--- src/rtl/cnn_layer_accel_awe_weight_arbiter.sv ---
// Round-robin arbiter sharing one weight-distributor read lane among C_NUM_REQ AWE requesters.
// Optional AWE_WEIGHT_ARB_BACK_TO_BACK_EN: drops the drain phase so bursts chain with no idle cycle.
module cnn_layer_accel_awe_weight_arbiter #(
   parameter int C_NUM_REQ      = 4,
   parameter int C_REQ_ID_WIDTH = 2,
   parameter int C_BURST_WIDTH  = 8,
   parameter int C_RD_LATENCY   = 2,
   parameter int C_WEIGHT_WIDTH = 16
) (
   input  logic                        clk,
   input  logic                        rst,
   input  logic                        cfg_valid,
   input  logic [C_BURST_WIDTH-1:0]    cfg_burst_len,
   input  logic [C_NUM_REQ-1:0]        req,
   output logic [C_NUM_REQ-1:0]        grant,
   output logic                        busy,
   output logic                        dist_req_valid,
   input  logic                        dist_weight_valid,
   input  logic [2*C_WEIGHT_WIDTH-1:0] dist_weight_data,
   output logic [C_NUM_REQ-1:0]        wt_valid,
   output logic [2*C_WEIGHT_WIDTH-1:0] wt_data,
   output logic [C_NUM_REQ-1:0]        burst_done,
   output logic                        tag_err
);

   typedef enum logic [1:0] {ST_IDLE, ST_ARB, ST_BURST, ST_DRAIN} state_t;

   typedef struct packed {
      logic                      vld;
      logic [C_REQ_ID_WIDTH-1:0] id;
   } tag_t;

   state_t                    state, state_nxt;
   logic [C_BURST_WIDTH-1:0]  burst_len;
   logic [C_BURST_WIDTH-1:0]  beat_cnt;
   logic [C_REQ_ID_WIDTH-1:0] rr_ptr;
   logic [C_REQ_ID_WIDTH-1:0] owner;
   tag_t [C_RD_LATENCY-1:0]   tag_pipe;
   tag_t                      tail;

   logic                      arb_found;
   logic [C_REQ_ID_WIDTH-1:0] arb_win;
   logic [C_REQ_ID_WIDTH-1:0] arb_next_ptr;
   logic [C_NUM_REQ-1:0]      arb_onehot;
   logic                      issue;
   logic                      last_beat;
   logic [C_NUM_REQ-1:0]      route;

`ifndef AWE_WEIGHT_ARB_BACK_TO_BACK_EN
   localparam int DCW = $clog2(C_RD_LATENCY + 1);
   logic [DCW-1:0] drain_cnt;
`endif

   // Rotating-priority search: first set req bit at or above rr_ptr, wrapping.
   always_comb begin : p_arb
      int idx;
      idx        = 0;
      arb_found  = 1'b0;
      arb_win    = '0;
      arb_onehot = '0;
      for (int i = 0; i < C_NUM_REQ; i++) begin
         idx = (int'(rr_ptr) + i) % C_NUM_REQ;
         if (!arb_found && req[C_REQ_ID_WIDTH'(idx)]) begin
            arb_found = 1'b1;
            arb_win   = C_REQ_ID_WIDTH'(idx);
         end
      end
      for (int i = 0; i < C_NUM_REQ; i++)
         arb_onehot[i] = arb_found && (int'(arb_win) == i);
      arb_next_ptr = (int'(arb_win) == C_NUM_REQ - 1) ? '0 : arb_win + 1'b1;
   end

   assign issue     = (state == ST_BURST) && req[owner];
   assign last_beat = issue && (beat_cnt == burst_len);

   always_ff @(posedge clk or negedge rst) begin
      if (!rst) state <= ST_IDLE;
      else      state <= state_nxt;
   end

   always_comb begin
      state_nxt = state;
      case (state)
         ST_IDLE:  if (cfg_valid) state_nxt = ST_ARB;
         ST_ARB:   if (arb_found) state_nxt = ST_BURST;
         ST_BURST: begin
            if (last_beat) begin
`ifdef AWE_WEIGHT_ARB_BACK_TO_BACK_EN
               state_nxt = arb_found ? ST_BURST : ST_ARB;
`else
               state_nxt = ST_DRAIN;
`endif
            end
         end
`ifndef AWE_WEIGHT_ARB_BACK_TO_BACK_EN
         ST_DRAIN: if (drain_cnt == DCW'(C_RD_LATENCY - 1)) state_nxt = ST_ARB;
`endif
         default:  state_nxt = ST_IDLE;
      endcase
   end

   always_comb begin
      busy           = (state != ST_IDLE);
      dist_req_valid = issue;
      burst_done     = last_beat ? grant : '0;
   end

   // Burst bookkeeping; grant is registered so it lags arbitration by one cycle.
   always_ff @(posedge clk or negedge rst) begin
      if (!rst) begin
         burst_len <= '0;
         beat_cnt  <= '0;
         rr_ptr    <= '0;
         owner     <= '0;
         grant     <= '0;
`ifndef AWE_WEIGHT_ARB_BACK_TO_BACK_EN
         drain_cnt <= '0;
`endif
      end else begin
         case (state)
            ST_IDLE: if (cfg_valid) burst_len <= cfg_burst_len;
            ST_ARB: begin
               if (arb_found) begin
                  grant    <= arb_onehot;
                  owner    <= arb_win;
                  rr_ptr   <= arb_next_ptr;
                  beat_cnt <= '0;
               end
            end
            ST_BURST: begin
               if (last_beat) begin
`ifdef AWE_WEIGHT_ARB_BACK_TO_BACK_EN
                  // Next owner is chosen on the final beat so its first beat follows directly.
                  grant    <= arb_onehot;
                  beat_cnt <= '0;
                  if (arb_found) begin
                     owner  <= arb_win;
                     rr_ptr <= arb_next_ptr;
                  end
`else
                  grant     <= '0;
                  drain_cnt <= '0;
`endif
               end else if (issue) begin
                  beat_cnt <= beat_cnt + 1'b1;
               end
            end
`ifndef AWE_WEIGHT_ARB_BACK_TO_BACK_EN
            ST_DRAIN: drain_cnt <= drain_cnt + 1'b1;
`endif
            default: ;
         endcase
      end
   end

   // Tag pipe mirrors distributor latency so each returning beat knows its owner.
   assign tail = tag_pipe[C_RD_LATENCY-1];

   always_comb begin
      for (int i = 0; i < C_NUM_REQ; i++)
         route[i] = dist_weight_valid && tail.vld && (int'(tail.id) == i);
   end

   always_ff @(posedge clk or negedge rst) begin
      if (!rst) begin
         tag_pipe <= '0;
         wt_valid <= '0;
         wt_data  <= '0;
         tag_err  <= 1'b0;
      end else begin
         tag_pipe[0] <= '{vld: issue, id: owner};
         for (int i = 1; i < C_RD_LATENCY; i++)
            tag_pipe[i] <= tag_pipe[i-1];
         wt_valid <= route;
         if (dist_weight_valid && tail.vld) wt_data <= dist_weight_data;
         if (dist_weight_valid && !tail.vld) tag_err <= 1'b1;
      end
   end

endmodule

--- config.mk ---
export PLATFORM = sky130hd
export DESIGN_NAME = cnn_layer_accel_awe_weight_arbiter
export DESIGN_NICKNAME = d
export VERILOG_FILES = /design/src/rtl/cnn_layer_accel_awe_weight_arbiter.sv
export SDC_FILE = /design/constraint.sdc
export NUM_CORES = 1
export LEC_CHECK = 0
export BUFFER_PORTS_ARGS = -buffer_cell sky130_fd_sc_hd__buf_2
export CELL_PAD_IN_SITES_DETAIL_PLACEMENT = 1
export CELL_PAD_IN_SITES_GLOBAL_PLACEMENT = 2
export CORE_UTILIZATION = 35
export CTS_CLUSTER_DIAMETER = 150
export DETAILED_ROUTE_END_ITERATION = 8
export PLACE_DENSITY_LB_ADDON = 0.1
export SLEW_MARGIN = 5
export SYNTH_ARGS = -nofsm -noshare
export SYNTH_HDL_FRONTEND = slang
export SYNTH_SLANG_ARGS = --single-unit
--- constraint.sdc ---
create_clock -name clk -period 4.8 [get_ports clk]
set_input_delay 0.96 -clock clk [delete_from_list [all_inputs] [get_ports clk]]
set_output_delay 0.96 -clock clk [all_outputs]
set_load 0.01 [all_outputs]
==> Word level (Yosys, flattened, before mapping) <==
Index checks and enable logic that the tools add are counted.
{ "op_classes": {"n_reduce_logical": 31, "add_sub_neg": 6, "n_lt_le_gt_ge": 5, "eq_ne": 17, "n_mux": 38} }
{ "ops": {"columns": ["op", "count"], "rows": [
  ["$mux 8", 3],
  ["$mux 2", 10],
  ["$lt 2x4->1 const B", 4],
  ["$pmux 8 s2", 1],
  ["$logic_and 1x1->1", 15],
  ["$mux 1", 13],
  ["$eq 2x2->1 const B", 6],
  ["$mux 4", 3],
  ["$ne 2x2->1 const B", 6],
  ["$bmux 1 s2", 5],
  ["$add 8x1->8 const B", 1],
  ["$eq 2x1->1 const B", 4],
  ["$eq 8x8->1", 1],
  ["$pmux 2 s4", 1],
  ["$pmux 4 s2", 1],
  ["$reduce_and 4->1", 2],
  ["$add 2x1->2 const B", 3],
  ["$logic_not 2->1", 3],
  ["$reduce_and 2->1", 3],
  ["$reduce_bool 2->1", 3],
  ["$add 2x2->2 const B", 2],
  ["$logic_not 1->1", 4],
  ["$pmux 2 s2", 1],
  ["$lt 2x3->1 const B", 1],
  ["$reduce_and 3->1", 1]
]} }
{ "totals": {"out_inout_bits": 47, "inputBits": 48, "ff_bits": 71, "elab_cells": 111} }

==> Depth between registers and ports, before layout <==
Gate-level depths: netlist of run 1.
{ "depth": {"ltp_word": 17, "depth_mapped": 7, "depth_no_buf": 7} }

==> Least setup slack after synthesis of run 1 <==
No wires, ideal clock.
{ "synth_path": {"kind": "input-to-output", "from": "input req[3]", "to": "output burst_done[0]", "n_path_buf": 1, "setup_slack_ps": 1746, "required_ps": 3840, "t_arrival_ps": 2094, "cell_stages": 5, "path_cell_list": "mux4_2 and2_4 buf_6 and3_1 and2_1"} }
{ "synth_between": {"elab_chain_len": 5} }
{ "synth_rtl": {"columns": ["element", "line", "rtl"], "rows": [
  ["start, declared", "14", "input logic [C_NUM_REQ-1:0] req,"],
  ["$bmux 1 s2", "73", "assign issue = (state == ST_BURST) && req[owner];"],
  ["$mux 1 (not written as such)", "73", null],
  ["$logic_and 1x1->1", "73", null],
  ["net dist_req_valid", "17", "output logic dist_req_valid,"],
  ["$logic_and 1x1->1", "74", "assign last_beat = issue && (beat_cnt == burst_len);"],
  ["$mux 4", "105", "burst_done = last_beat ? grant : '0;"],
  ["end, declared", "22", "output logic [C_NUM_REQ-1:0] burst_done,"]
]} }
The timed path passes the listed nets, and every way through them passes these cells. The select of a mux whose other input is x is not followed.

==> Worst setup path after layout of run 1 <==
{ "layout_path": {"from": "input req[3]", "to": "output burst_done[3]"} }
{ "layout_between": {"elab_chain_len": 5} }
{ "layout_rtl": {"columns": ["element", "line"], "rows": [
  ["$bmux 1 s2", "73"],
  ["$mux 1 (not written as such)", "73"],
  ["$logic_and 1x1->1", "73"],
  ["$logic_and 1x1->1", "74"],
  ["$mux 4", "105"]
]} }
Every way passes these cells. The select of a mux whose other input is x is not followed.

==> flow_summary.json, run 1 <==
{
  "outcome": "completed",
  "yosysSeqAreaShare_pct": 56.3,
  "worst_slack_ns": 1.50,
  "maxSlewHeadroom_pct": 43.9,
  "fin_skew_ns": 0.0132,
  "grt.busiest_layer": "met2",
  "postPlaceCellArea_sq_um": 3750,
  "wl_per_cell_um": 15.0,
  "fin_crit_ns": 3.30,
  "grt_max_degree": 38,
  "antenna_found_initial": 0,
  "irDropWorstVdd_uv": 218,
  "n_antenna_cell": 0,
  "clockBufferDepth": 2,
  "yosysWarnings": 0,
  "synth.largest_area_cell": "dfrtp_1",
  "worst_pin_slew_ns": 0.834,
  "post-route-util_pct": 45.9,
  "io_buffers": 94,
  "worst-endpoint-required_ns": 3.84,
  "powerDensity_nw_per_um2": 629,
  "hold_path_class": "register to register",
  "root_buffer": "clkbuf_8",
  "die_x_um": 97.0,
  "syn2layout_area_growth_pct": 26.9,
  "setup_violations": 0,
  "detailroute.via_count": 2310,
  "htree_levels": 3,
  "synthArstFlopShare_pct": 100,
  "fp.dieH_um": 97.0,
  "dr.pass1.iters": 4,
  "cts_buffers": 9,
  "cts_hold_buf": 0,
  "ioPinCount": 95,
  "grt_pass1_vias": 2452,
  "synth_commonest_cells": "dfrtp_1 (71), mux2_2 (35), nand2_1 (13)",
  "syn_area_sq_um": 3160,
  "end_kind": "output port",
  "clk_pin_slew_ns": 0.08,
  "dp_hpwl_mm": 5.04,
  "drive_above_1_share_pct": 43.3,
  "reg2reg_depth": 6,
  "synth_adder_area_share_pct": 3.96,
  "dieArea_sq_um": 9410,
  "holdPathStages": 0,
  "core_sq_um": 8720,
  "crit_path_start_kind": "input port",
  "yosys.area_share.simple_pct": 9.59,
  "gp_congestion": 0.733,
  "worstPathArrival_ns": 2.34,
  "finalHoldViolCount": 0,
  "r2r_slack_ns": 2.72,
  "fin_area_sq_um": 4010,
  "synth_cells": 248,
  "drc": 0,
  "start_util_pct": 36.2,
  "clk_latency_ns": 0.34,
  "routed_wl_mm": 6.90,
  "rsz0062_at_grt": "no",
  "path_class": "input port to output port",
  "cts_resized": 0,
  "synth.distinct_cells": 41,
  "fin_nets": 407,
  "ys.flop_type": "dfrtp_1",
  "syn_area_per_cell_sq_um": 12.7,
  "synthXorXnorAreaFrac_pct": 3.33,
  "grt_overflow": 0,
  "synth_top_cell_area_share_pct": 56.3,
  "yosys.cell_count.top_type": "dfrtp_1",
  "cpMostUsedCell": "buf_2",
  "rows": 34,
  "period_share_pct": 68.7,
  "drt_iter0_drc": 35,
  "fmax_mhz": 303,
  "cp_slowest_cell": "mux4_2",
  "grtUsageMet2_pct": 25.7,
  "ant_nets": 0,
  "track_usage_pct": 16.4,
  "cts.sinks": 71,
  "crit_path_max_fanout": 9,
  "crit_path_max_incr_delay_ns": 0.54,
  "drv_cap": 0,
  "synthMuxAreaShare_pct": 15.3,
  "ys_ff_latch": 71,
  "cts_setup_buffers": 0,
  "synth_top_family_by_area": "multiplexers",
  "syn_nets": 306,
  "cts_tree": "done",
  "synth-edff-count": 0,
  "worstPathCellList": "buf_2 > mux4_2 > and2_4 > and3_1 > and2_1 > buf_2",
  "met3_usage_pct": 3.76,
  "slew_violations": 0,
  "pre_cts_ws_ns": 1.48,
  "netlist_top_cells_area": "dfrtp_1 (56%), mux2_2 (12%), ha_1 (4.0%), xor2_1 (2.5%), a21oi_1 (1.9%)",
  "p_leak_nw": 1.99,
  "tns_ns": 0,
  "synth_compound_area_share_pct": 9.07,
  "viasPerCell": 5.01,
  "use_met1_pct": 22.0,
  "whs_ns": 0.346,
  "grt_pass1_wl_mm": 12.2
}
## state kept, by name, summed over array words and instances (netlist names)
name	count
wt_data	32
burst_len	8
drain_cnt	2
rr_ptr	2
beat_cnt	8
tag_err	1
wt_valid	4
grant	4
owner	2
state	2
tag_pipe	6
## per-layer routing
layer | vias up | routed length [um]
li1 | 1079 | -
met5 | - | 0
met3 | 7 | 313
met1 | 1156 | 3290
met4 | 0 | 66
met2 | 68 | 3230
## cell type report
class	instances	area, sq um
well taps	108	135
multi-input cells	158	1300
clock inverters	6	134
clock buffers	9	124
flip-flops and latches	71	1780
repair buffers	96	485
fillers	966	4710
inverters	13	48.8
## metrics by stage
step,power [W],std cells
floorplan,0.00160,248
global placement,0.00190,446
detailed placement,0.00193,446
CTS,0.00256,461
global route,0.00271,461
finish,0.00252,461
## critical path, delay by kind of cell
kind | cells | cell delay (ns)
muxes | 1 | 0.54
and+or+nand+nor | 3 | 0.59
buffers and inverters | 2 | 0.25
## worst paths after layout
| path | start | to |
|---|---|---|
| max | req[3] | burst_done[3] |
| min | tag_pipe[1]$_DFF_PN0_ | tag_pipe[4]$_DFF_PN0_ |
| max reg2reg | state[0]$_DFFE_PN0P_ | grant[2]$_DFFE_PN0P_ |
| min reg2reg | tag_pipe[1]$_DFF_PN0_ | tag_pipe[4]$_DFF_PN0_ |
| max in group asynchronous | rst | wt_valid[3]$_DFF_PN0_ |
| min in group asynchronous | rst | wt_data[27]$_DFFE_PN0P_ |
## placed cells by master (no fill, tap or decap), types with 3 or more instances in the layout
master	n
mux2_2	35
clkbuf_8	9
nand2b_1	4
o2bb2ai_1	4
and2_1	4
inv_1	12
a21oi_1	12
mux2_1	5
nor3b_1	4
xnor2_1	3
buf_2	94
dfrtp_1	71
a31oi_1	7
nor2b_1	5
nand2_1	13
nand4_1	3
a21o_1	3
and3_1	3
nand3_1	4
xor2_1	9
o21ai_1	9
ha_1	10
bufinv_16	4
## logic make-up (layout without fill, tap and decap cells)
| logic type | Yosys count | in the layout |
|---|---|---|
| muxes | 42 | 42 |
| and+or+nand+nor | 49 | 49 |
| adders and majority gates | 10 | 10 |
| AOI/OAI and AO/OA | 45 | 45 |
| xor gates and xnor gates | 12 | 12 |
| buffers and inverters | 19 | 124 |
| DFF | 71 | 71 |
## power by group
part	switching, W	internal [W]
clock network	0.000231	0.000395
registers	0.000145	0.000845
logic	0.000472	0.000431
total	0.000848	0.00167
Power figures use the tool's default switching activity.
==> inputs of run 2 (changes only) <==
--- a/config.mk
+++ b/config.mk
@@ -8,7 +8,7 @@
 export BUFFER_PORTS_ARGS = -buffer_cell sky130_fd_sc_hd__buf_2
 export CELL_PAD_IN_SITES_DETAIL_PLACEMENT = 1
 export CELL_PAD_IN_SITES_GLOBAL_PLACEMENT = 2
-export CORE_UTILIZATION = 35
+export CORE_UTILIZATION = 33
 export CTS_CLUSTER_DIAMETER = 150
 export DETAILED_ROUTE_END_ITERATION = 8
 export PLACE_DENSITY_LB_ADDON = 0.1
==> constraint.sdc (replaced) <==
create_clock -name clk -period 3.2 [get_ports clk]
set_input_delay 0.64 -clock clk [delete_from_list [all_inputs] [get_ports clk]]
set_output_delay 0.64 -clock clk [all_outputs]
set_load 0.01 [all_outputs]
==> run 2 against run 1 <==
First-iteration DRC count shrank 8.6%. Clock-buffer cell count grew 1. Via count shrank 1.4%. Combinational power grew 52%. Largest cell class unchanged.
==> flow_summary.json, run 2 (synthesized netlist as in run 1, its figures left out) <==
{
  "wl_per_cell_um": 13.9,
  "path_buf_inv": 1,
  "worst-endpoint-required_ns": 2.56,
  "clk_latency_ns": 0.34,
  "drc": 0,
  "slew_violations": 0,
  "cts_hold_buf": 0,
  "root_buffer": "clkbuf_8",
  "cts_buffers": 9,
  "end_kind": "output port",
  "dp_hpwl_mm": 4.91,
  "irDropWorstVdd_uv": 318,
  "fp.dieH_um": 99.8,
  "clockBufferDepth": 2,
  "syn2layout_area_growth_pct": 28.4,
  "path_class": "register to output port",
  "hold_path_class": "input port to asynchronous set/reset pin",
  "cts_resized": 0,
  "antenna_found_initial": 0,
  "fin_nets": 409,
  "largest_reg_flops": 32,
  "fmax_mhz": 371,
  "grt_overflow": 0,
  "rows": 35,
  "powerDensity_nw_per_um2": 925,
  "clk_pin_slew_ns": 0.08,
  "p_leak_nw": 2.00,
  "drt_iter0_drc": 32,
  "finalHoldViolCount": 0,
  "drive_above_1_share_pct": 43.8,
  "reg_top3": "wt_data x32, beat_cnt x8, burst_len x8",
  "layout_common_cells": "buf_2 (94), dfrtp_1 (71), mux2_2 (35), nand2_1 (13)",
  "drv_cap": 0,
  "final_cells": 485,
  "gp_congestion": 0.718,
  "n_antenna_cell": 0,
  "grt_pass1_wl_mm": 11.2,
  "start_util_pct": 34.2,
  "core_sq_um": 9240,
  "worstPathCellList": "mux4_2 > and2_4 > and3_1 > and2_1 > buf_2",
  "grt_max_degree": 45,
  "fin_skew_ns": 0.00789,
  "die_x_um": 99.8,
  "cp_top_family": "simple AND/OR/NAND/NOR gates",
  "fin_crit_ns": 2.69,
  "viasPerCell": 4.69,
  "detailroute.via_count": 2277,
  "dieArea_sq_um": 9970,
  "ioPinCount": 95,
  "ant_nets": 0,
  "dpl.cell_count": 469,
  "routed_wl_mm": 6.76,
  "worst_pin_slew_ns": 0.643,
  "grt_pass1_vias": 2277,
  "cts_tree": "done",
  "period_share_pct": 84.2,
  "tns_ns": 0,
  "crit_path_max_incr_delay_ns": 0.58,
  "final_common_cell": "buf_2",
  "maxSlewHeadroom_pct": 57.1,
  "largest_register": "wt_data",
  "worstPathArrival_ns": 2.05,
  "io_buffers": 94,
  "track_usage_pct": 14.4,
  "cts.sinks": 71,
  "htree_levels": 3,
  "outcome": "completed",
  "cp_num_cells": 5,
  "setup_violations": 0,
  "reg2reg_depth": 5,
  "rsz0062_at_grt": "no",
  "dr.pass1.iters": 4,
  "cts_setup_buffers": 0,
  "crit_path_max_fanout": 9,
  "crit_path_start_kind": "register",
  "cp_slowest_cell": "mux4_2"
}
run 2: routing by layer:
layer	vias up	wire [um]	global-route usage (%)
met2	65	3060	21.5
met1	1116	3160	19.7
met4	0	91	6.90
li1	1090	-	-
met3	6	449	3.55
met5	-	0	0
run 2: where the power goes:
part / switching [W] / internal (W)
Combinational: 0.000718 / 0.000654
Sequential: 0.000217 / 0.00127
Clock: 0.000352 / 0.000545
Total: 0.00129 / 0.00247
run 2: area by class of cell:
class	count	area [sq um]
Inverter	13	48.8
Fill cell	1029	5180
Tap cell	129	161
Clock buffer	10	138
Clock inverter	6	115
Timing Repair Buffer	98	513
Multi-Input combinational cell	158	1300
Sequential cell	71	1780
run 2: worst paths after layout:
kind                                              start                  endpoint  slack (ns)
min in group clk                  tag_pipe[0]$_DFF_PN0_     tag_pipe[3]$_DFF_PN0_        0.35
worst min-delay path                                rst   wt_data[29]$_DFFE_PN0P_        0.31
max in group asynchronous                           rst  burst_len[3]$_DFFE_PN0P_        2.22
worst max register to register  beat_cnt[6]$_DFFE_PN0P_      state[0]$_DFFE_PN0P_        1.20
worst min register to register    tag_pipe[0]$_DFF_PN0_     tag_pipe[3]$_DFF_PN0_        0.35
worst max-delay path               owner[0]$_DFFE_PN0P_             burst_done[1]        0.51
run 2: worst register-to-register path, cell delays in order (launching register included):
cell and delay [ns]:
dfrtp_1 0.43, xor2_1 0.19, nor4_4 0.49, a31oi_1 0.33, o31ai_1 0.31, o31ai_1 0.11
run 2: metrics by stage:
step                      area [sq um]  setup WS [ns]  total power [W]  utilization (%)  hold WS, ns
final                             4060          0.506          0.00375             43.9        0.313
after global routing              4060          0.349          0.00404             43.9        0.355
after CTS                         4060          0.457          0.00383             43.9        0.319
after detailed placement          3800          0.508          0.00290             41.2        0.336
after global placement            3800          0.538          0.00286             41.2        0.332
after floorplan                   3160          0.786          0.00240                -        0.331
